--- src/rtl/led_zone_shifter.sv ---
// -----------------------------------------------------------------------------
// led_zone_shifter
//
// Reads one frame of SCANS*ZONES zone gray levels from the zone buffer and
// scales each one by a global brightness. It then shifts them MSB first into
// the MiniLED driver chain using the DCLK/SDI/LE protocol, and drives the
// one-hot scan-line enables.
//
// Per zone:  FETCH (1) + LOAD (1) + SHIFT (32)          = 34 cycles
// Per scan:  ZONES zones + LATCH (4) + DEAD (DEAD)
// Zones are sent from ZONES-1 down to 0, so zone 0 is the last one in the chain.
//
// Ports
//   I_clk          system clock (50 MHz)
//   I_rst          synchronous, active-high reset
//   I_frame_start  one-cycle pulse: a new zone frame is ready in the buffer
//   I_brightness   global brightness, captured when a frame starts
//   O_rd_buf_en    buffer read strobe
//   O_array_map    buffer read address; holds its value between reads
//   I_gray_data    buffer read data, valid one cycle after O_rd_buf_en
//   O_DCLK         shift clock, I_clk/4 while shifting, otherwise 0
//   O_SDI          serial data, MSB first
//   O_LE           latch enable, a 4-cycle pulse after each scan line
//   O_scan         one-hot scan-line enable
//   O_busy         a frame is in progress
// -----------------------------------------------------------------------------
module led_zone_shifter #(
  parameter int ZONES = 90,
  parameter int SCANS = 4,
  parameter int DEAD  = 16
) (
  input  logic       I_clk,
  input  logic       I_rst,
  input  logic       I_frame_start,
  input  logic [7:0] I_brightness,
  output logic       O_rd_buf_en,
  output logic [8:0] O_array_map,
  input  logic [7:0] I_gray_data,
  output logic       O_DCLK,
  output logic       O_SDI,
  output logic       O_LE,
  output logic [3:0] O_scan,
  output logic       O_busy
);

  localparam int ZONE_W = (ZONES > 1) ? $clog2(ZONES) : 1;
  localparam int SCAN_W = (SCANS > 1) ? $clog2(SCANS) : 1;
  localparam int CNT_W  = ($clog2(DEAD) > 5) ? $clog2(DEAD) : 5;

  localparam logic [ZONE_W-1:0] ZONE_LAST  = ZONE_W'(ZONES - 1);
  localparam logic [SCAN_W-1:0] SCAN_LAST  = SCAN_W'(SCANS - 1);
  localparam logic [CNT_W-1:0]  SHIFT_LAST = CNT_W'(31);
  localparam logic [CNT_W-1:0]  LATCH_LAST = CNT_W'(3);
  localparam logic [CNT_W-1:0]  DEAD_LAST  = CNT_W'(DEAD - 1);
  localparam logic [8:0]        ZONES_A    = 9'(ZONES);

  typedef enum logic [2:0] {
    ST_IDLE,
    ST_FETCH,
    ST_LOAD,
    ST_SHIFT,
    ST_LATCH,
    ST_DEAD
  } state_t;

  state_t              state_q, state_d;
  logic                pending_q;
  logic [7:0]          bright_q;
  logic [SCAN_W-1:0]   scan_q;
  logic [ZONE_W-1:0]   zone_q;
  logic [CNT_W-1:0]    cnt_q;
  logic [7:0]          shreg_q;

  logic [8:0]          scan_base;
  logic [16:0]         product;
  logic [7:0]          scaled;

  // The first address of the current scan line in the zone buffer.
  assign scan_base = 9'(scan_q) * ZONES_A;

  // Multiplying by (bright+1) makes 255 an exact identity and keeps 0 dark.
  assign product = 17'(I_gray_data) * (17'(bright_q) + 17'd1);
  assign scaled  = 8'(product >> 8);

  // ---------------------------------------------------------------------------
  // State register
  // ---------------------------------------------------------------------------
  // NOTE: State registers use non-blocking assignments so that every flop
  // samples values from before the edge, whatever order the blocks run in.
  always_ff @(posedge I_clk) begin
    if (I_rst) state_q <= ST_IDLE;
    else       state_q <= state_d;
  end

  // ---------------------------------------------------------------------------
  // Next state and panel outputs
  // ---------------------------------------------------------------------------
  // NOTE: Every signal driven here gets a default first, so no path through
  // the case can leave a value unassigned and infer a latch.
  always_comb begin
    state_d     = state_q;
    O_rd_buf_en = 1'b0;
    O_DCLK      = 1'b0;
    O_SDI       = 1'b0;
    O_LE        = 1'b0;
    O_busy      = 1'b1;
    case (state_q)
      ST_IDLE: begin
        O_busy = 1'b0;
        if (I_frame_start || pending_q) state_d = ST_FETCH;
      end
      ST_FETCH: begin
        O_rd_buf_en = 1'b1;
        state_d     = ST_LOAD;
      end
      ST_LOAD: state_d = ST_SHIFT;
      ST_SHIFT: begin
        // Bit period = 4 cycles: DCLK low in phases 0-1, high in phases 2-3.
        // SDI changes only at phase 0, so it has two cycles of setup and two
        // of hold around the DCLK rising edge.
        O_DCLK = cnt_q[1];
        O_SDI  = shreg_q[7];
        if (cnt_q == SHIFT_LAST) state_d = (zone_q == '0) ? ST_LATCH : ST_FETCH;
      end
      ST_LATCH: begin
        O_LE = 1'b1;
        if (cnt_q == LATCH_LAST) state_d = ST_DEAD;
      end
      ST_DEAD: begin
        if (cnt_q == DEAD_LAST) state_d = (scan_q == SCAN_LAST) ? ST_IDLE : ST_FETCH;
      end
      default: state_d = ST_IDLE;
    endcase
  end

  // ---------------------------------------------------------------------------
  // Datapath: counters, read address, shift register, scan enables
  // ---------------------------------------------------------------------------
  always_ff @(posedge I_clk) begin
    if (I_rst) begin
      pending_q   <= 1'b0;
      bright_q    <= '0;
      scan_q      <= '0;
      zone_q      <= '0;
      cnt_q       <= '0;
      shreg_q     <= '0;
      O_array_map <= '0;
      O_scan      <= '0;
    end else begin
      // A start request during a frame is remembered once. It also covers a
      // pulse on the last DEAD cycle, because the state is not yet IDLE then.
      if (I_frame_start && (state_q != ST_IDLE)) pending_q <= 1'b1;

      case (state_q)
        ST_IDLE: begin
          if (I_frame_start || pending_q) begin
            pending_q   <= 1'b0;
            bright_q    <= I_brightness;
            scan_q      <= '0;
            zone_q      <= ZONE_LAST;
            O_array_map <= 9'(ZONE_LAST);
          end
        end
        ST_LOAD: begin
          shreg_q <= scaled;
          cnt_q   <= '0;
        end
        ST_SHIFT: begin
          cnt_q <= cnt_q + CNT_W'(1);
          if (cnt_q[1:0] == 2'd3) shreg_q <= {shreg_q[6:0], 1'b0};
          if (cnt_q == SHIFT_LAST) begin
            cnt_q <= '0;
            if (zone_q != '0) begin
              zone_q      <= zone_q - ZONE_W'(1);
              O_array_map <= scan_base + 9'(zone_q) - 9'd1;
            end
          end
        end
        ST_LATCH: begin
          cnt_q <= cnt_q + CNT_W'(1);
          if (cnt_q == LATCH_LAST) begin
            cnt_q  <= '0;
            O_scan <= '0;
          end
        end
        ST_DEAD: begin
          cnt_q <= cnt_q + CNT_W'(1);
          if (cnt_q == DEAD_LAST) begin
            cnt_q  <= '0;
            // Show the line that was just latched. It stays on while the
            // next line shifts, and the last line stays on through IDLE.
            O_scan <= 4'b0001 << scan_q;
            if (scan_q != SCAN_LAST) begin
              scan_q      <= scan_q + SCAN_W'(1);
              zone_q      <= ZONE_LAST;
              O_array_map <= scan_base + ZONES_A + 9'(ZONE_LAST);
            end
          end
        end
        default: ;
      endcase
    end
  end

endmodule
--- config.mk ---
export PLATFORM = sky130hd
export DESIGN_NAME = led_zone_shifter
export DESIGN_NICKNAME = d
export VERILOG_FILES = /design/src/rtl/led_zone_shifter.sv
export SDC_FILE = /design/constraint.sdc
export NUM_CORES = 1
export LEC_CHECK = 0
export ABC_AREA = 1
export BUFFER_PORTS_ARGS = -buffer_cell sky130_fd_sc_hd__buf_2
export CELL_PAD_IN_SITES_DETAIL_PLACEMENT = 0
export CELL_PAD_IN_SITES_GLOBAL_PLACEMENT = 2
export CORE_AREA = 2 2 124 126
export DETAILED_ROUTE_END_ITERATION = 10
export DIE_AREA = 0 0 126 128
export PLACE_DENSITY = 0.87
export SETUP_SLACK_MARGIN = 0.3
export SKIP_LAST_GASP = 1
export SLEW_MARGIN = 25
export SYNTH_ARGS = -nofsm -noshare
export SYNTH_HDL_FRONTEND = slang
export SYNTH_SLANG_ARGS = --single-unit
export TNS_END_PERCENT = 1
--- constraint.sdc ---
create_clock -name I_clk -period 5.8 [get_ports I_clk]
set_input_delay 0.58 -clock I_clk [delete_from_list [all_inputs] [get_ports I_clk]]
set_output_delay 0.58 -clock I_clk [all_outputs]
set_load 0.05 [all_outputs]
# Word-level counts from Yosys, hierarchy flattened

Index checks and enable logic that the tools add are counted.

Reduce and logical (&&, ||, !) cells: 17
$mul: 2
Eq/ne operators: 18
Mux-type cells: 40
Shift-type cells: 1
Add/subtract/negate cells: 8

Operators with widths:

| operator                                                           | number |
|---|---|
| 9-bit two-way mux                                                  | 5 |
| 7-bit two-way mux                                                  | 5 |
| 9-bit one-hot mux with 3 select lines                              | 1 |
| 7-bit one-hot mux with 3 select lines                              | 1 |
| 5-bit one-hot mux with 4 select lines                              | 1 |
| 9-bit by 7-bit adder with 9-bit output, second input constant      | 2 |
| 3-bit one-hot mux with 6 select lines                              | 1 |
| 8-bit by 9-bit multiplier with 16-bit output                       | 1 |
| 2-bit != test, second input constant                               | 8 |
| 8-bit one-hot mux with 2 select lines                              | 1 |
| 3-bit two-way mux                                                  | 5 |
| 5-bit two-way mux                                                  | 3 |
| 8-bit by 1-bit adder with 9-bit output, second input constant      | 1 |
| 9-bit by 7-bit adder with 9-bit output                             | 1 |
| 1-bit two-way mux                                                  | 9 |
| 9-bit by 1-bit subtractor with 9-bit output, second input constant | 1 |
| 2-bit by 6-bit multiplier with 8-bit output, second input constant | 1 |
| 4-bit two-way mux                                                  | 2 |
| 8-bit two-way mux                                                  | 1 |
| 4-bit one-hot mux with 2 select lines                              | 1 |
| 4-bit AND reduction                                                | 2 |
| 7-bit logical NOT                                                  | 1 |
| 7-bit nonzero test                                                 | 1 |
| 7-bit by 1-bit subtractor with 7-bit output, second input constant | 1 |
| other kinds (21)                                                   | 30 |

Register bits: 47
Word-level logic and storage cells: 95
Output and inout bits: 18
Bits of input ports: 19

# Longest topological paths before layout

Depth after elaboration: 6
Gate-level depth with buffers: 26
Gate-level depth less buffers: 26

# Worst setup path after synthesis

No wires, ideal clock.

Kind: reg2reg
Start: register bright_q[0]
End: register shreg_q[7]
Library setup time: 0.132 ns
Period minus slack after synthesis: 4.678 ns
Stages on the path, launching flop included: 23
Slack: 1.122 ns
Data arrival time: 4.546 ns
Buffers on the path: 0
Path through: dfxtp_1 > inv_1 > nor3_1 > nand2_1 > nor2_1 > nand2_1 > xor2_1 > nor2_1 > fa_1 > fa_1 > fa_1 > inv_1 > fa_1 > inv_1 > ha_1 > a21oi_1 > o21ai_0 > a21oi_1 > nand2_1 > nand2_1 > nand3_1 > nand2_1 > a21oi_1

Word-level cells in the longest chain between the ends: 3

RTL lines:

| item                                         | RTL line | source |
|---|---|---|
| start, declared                              | 68       | `logic [7:0] bright_q;` |
| start signal, assigned                       | 158      | `bright_q <= I_brightness;` |
| 8-bit by 1-bit adder with 9-bit output       | 82       | `assign product = 17'(I_gray_data) * (17'(bright_q) + 17'd1);` |
| 8-bit by 9-bit multiplier with 16-bit output | 82       |  |
| 8-bit one-hot mux with 2 select lines        | 154      | `case (state_q)` |
| end signal, assigned                         | 165      | `shreg_q <= scaled;` |
| end signal, assigned                         | 170      | `if (cnt_q[1:0] == 2'd3) shreg_q <= {shreg_q[6:0], 1'b0};` |
| end, declared                                | 72       | `logic [7:0] shreg_q;` |

No other way between the ends.
A chain may end at the register's enable or synchronous reset.

# Worst setup path after layout

Start: register bright_q[0]
End: register shreg_q[6]

Same word-level chain as after synthesis.

==> qor.csv <==
stage;metric;value;unit
flow_run;cap_violations;0;
die;core_region_area;14900;um^2
die;initial_core_util;0.341;
synthesis;synth.most_common_cell;inv_1;
timing;hold_viol;0;
synthesis;synth_area;5070;um^2
die;dieHeight;128;um
clocking;clock_path_buffers;2;
global_routing;grt_usage;0.163;
global_routing;grt_pass1_wl;21400;um
synthesis;synth_area_leaders;dfxtp_1 (19%), fa_1 (16%), ha_1 (14%);
synthesis;synth.top_cell.area_share;0.186;
clocking;post_cts_resized;0;
global_routing;grt-ovfl-total;0;
clocking;cts-root-buf;clkbuf_16;
clocking;cts_setup_buffers;0;
global_routing;grt_max_degree;28;
detailed_routing;wl_per_cell;13.0;um
synthesis;async_flop_share;0;
power_and_ir_drop;ir_drop;0.254;mV
global_routing;grt_pass1_vias;4562;
setup_path;required;5.97;ns
hold_path;hold_class;reg2reg;
clocking;cts_tree;done;
timing;clock_skew;0.0115;ns
placement;gp_congestion;0.828;
placement;port_buffers;36;
timing;clock.fmax;0.197;GHz
layout;layout-drive-gt1-share;0.0927;
global_routing;antenna_found_initial;0;
synthesis;yosysUniqueCellTypes;38;
die;die_area;16100;um^2
clocking;cts.sinks;47;
timing;setup_viol;0;
outcome;run_status;finished, final reports clean;
clocking;htree_levels;2;
setup_path;cp-endpoint;shreg_q[6]$_SDFFE_PP0P_;
timing;slew_headroom;0.552;
setup_path;critPathCaptureType;register;
timing;fin_setup_tns;0;ns
die;placementRows;45;
clocking;clk_pin_slew;0.07;ns
setup_path;regToRegSetupSlack;0.73;ns
setup_path;startpoint;bright_q[0]$_SDFFE_PP0P_;
power_and_ir_drop;p_per_area;616;nW/um^2
synthesis;ys_ff_latch;47;
timing;worst_slew_pin_slew;0.672;ns
synthesis;netlist.top_cell.by_area;dfxtp_1;
placement;hpwl;10300;um
detailed_routing;first_iter_violations;199;
synthesis;synth_flop_cell;dfxtp_1;
setup_path;crit_path_start_kind;register;
detailed_routing;routed_wl;12400;um
setup_path;reg2reg_depth;23;
hold_path;min-delay-start;cnt_q[3]$_SDFFE_PP0P_;
die;dieWidth;126;um
layout;fin_area;5590;um^2
timing;rsz0062_at_grt;no;
synthesis;yosys_warnings;0;
timing;period_needed;5.07;ns
clocking;clk_latency;0.30;ns
setup_path;critical_path.max_fanout;7;
layout;num-fill-cells;1622;
synthesis;netlist_instances;731;
detailed_routing;vias;4540;
synthesis;synth_edf_count;0;
synthesis;synth_nets;849;
clocking;cts-hold-fix-buffers;0;
layout;syn_to_final_growth;10.3;%
detailed_routing;avgViaCountPerCell;4.76;
die;io_pins;37;
setup_path;reg2reg_to;shreg_q[6]$_SDFFE_PP0P_;
detailed_routing;antenna_left;0;
setup_path;arrival;5.23;ns
clocking;cts_buffers;5;
synthesis;avgSynthCellArea;6.94;um^2
detailed_routing;drc_errors;0;
placement;place_area;5440;um^2
detailed_routing;detail_route.first_pass.iterations;4;
setup_path;critPathKind;reg2reg;
layout;fin_nets;883;
timing;final_max_slew_viol_count;0;
setup_path;r2r_start;bright_q[0]$_SDFFE_PP0P_;
synthesis;synth_top_cells_by_count;inv_1 (137), nand2_1 (133), nor2_1 (119);
layout;num_antenna_cells;0;
synthesis;ys_seq_area_frac;0.186;
timing;fin_crit_sh;0.874;
power_and_ir_drop;p_leak;2.92;nW
## layout make-up
cell class	count	area, um^2	area share
Multi-Input combinational cell	533	3550	0.634
Sequential cell	47	942	0.168
Clock inverter	3	22.5	0.00403
Timing Repair Buffer	37	188	0.0336
Clock buffer	5	125	0.0224
Tap cell	188	235	0.0421
Inverter	141	534	0.0955
## metrics by stage
step / util / std cells / worst slack, ns / hold WS [ns] / power [W]
after floorplan: - / 731 / 1.12 / 0.438 / 0.00259
after global placement: 0.366 / 946 / 0.639 / 0.452 / 0.00316
after detailed placement: 0.366 / 946 / 0.617 / 0.456 / 0.00317
after CTS: 0.376 / 954 / 0.585 / 0.467 / 0.00349
after global routing: 0.376 / 954 / 0.301 / 0.483 / 0.00392
final: 0.376 / 954 / 0.733 / 0.466 / 0.00345
## worst min-delay path by stage
stage                             endpoint  slack, ns  cells past startpoint
2_1_floorplan     bright_q[5]$_SDFFE_PP0P_       0.44                      2
5_1_grt            shreg_q[2]$_SDFFE_PP0P_       0.48                      2
4_1_cts            shreg_q[3]$_SDFFE_PP0P_       0.47                      2
3_5_place_dp       shreg_q[3]$_SDFFE_PP0P_       0.46                      2
3_3_place_gp   O_array_map[0]$_SDFFE_PP0P_       0.45                      2
6_report             cnt_q[3]$_SDFFE_PP0P_       0.47                      2
## cell families after synthesis
| logic type | count (synthesis) | synth area share |
|---|---|---|
| simple gates | 308 | 0.253 |
| flops | 47 | 0.186 |
| buf+inv | 151 | 0.117 |
| compound gates | 118 | 0.126 |
| xor+xnor | 8 | 0.0138 |
| fa+ha+maj | 99 | 0.305 |
## registers in the layout (all words and copies together), names as in the netlist, 2 cells and up
name,count
shreg_q,8
bright_q,8
scan_q,2
cnt_q,5
O_array_map,9
state_q,3
O_scan,4
zone_q,7
## critical path, cell delays in order, from the launching register on
cell and delay (ns):
dfxtp_2 0.39, inv_1 0.14, nor3_1 0.26, nand2_1 0.16, nor2_1 0.15, nand2_1 0.08
xor2_1 0.14, buf_4 0.16, nor2_1 0.12, fa_1 0.44, fa_1 0.49, fa_1 0.56
inv_1 0.06, fa_1 0.54, inv_1 0.04, ha_1 0.34, a21oi_1 0.18, o21ai_0 0.14
a21oi_1 0.20, nand2_1 0.07, nand2_1 0.06, nand3_1 0.07, nand2_1 0.09, a21oi_1 0.06
## power by group
group	switching (W)	total, W	internal [W]
logic	0.00173	0.00265	0.000919
registers	0.0000770	0.000505	0.000428
clock network	0.000135	0.000297	0.000161
## placed cells by master (no fill, tap or decap), types with 2 or more instances in the layout
master	synthesis	final
ha_1	58	58
o21ai_1	3	2
a211oi_1	2	2
fa_1	41	41
inv_2	2	2
dfxtp_1	47	46
a21oi_2	4	5
buf_2	3	36
o21ai_0	36	36
clkbuf_16	0	5
nand3b_1	2	2
nor2_2	3	3
inv_6	1	2
inv_1	137	137
a21oi_1	62	61
or2_2	3	3
nand3_1	31	31
nor4_1	2	2
nand4_1	4	4
nor2_1	119	119
a31oi_1	4	4
nand2_1	133	133
xor2_1	8	8
nor3_1	4	4
o21ai_2	3	4
nand3_2	2	2
## routing by layer
| metal | wire, um | up-vias | share of wire | global-route usage |
|---|---|---|---|---|
| li1 | - | 2365 | - | - |
| met1 | 5870 | 2095 | 0.47 | 0.208 |
| met2 | 5820 | 60 | 0.47 | 0.276 |
| met3 | 416 | 20 | 0.034 | 0.0271 |
| met4 | 301 | 0 | 0.024 | 0.0621 |
| met5 | 0 | - | 0 | 0 |
Power figures use the tool's default switching activity.
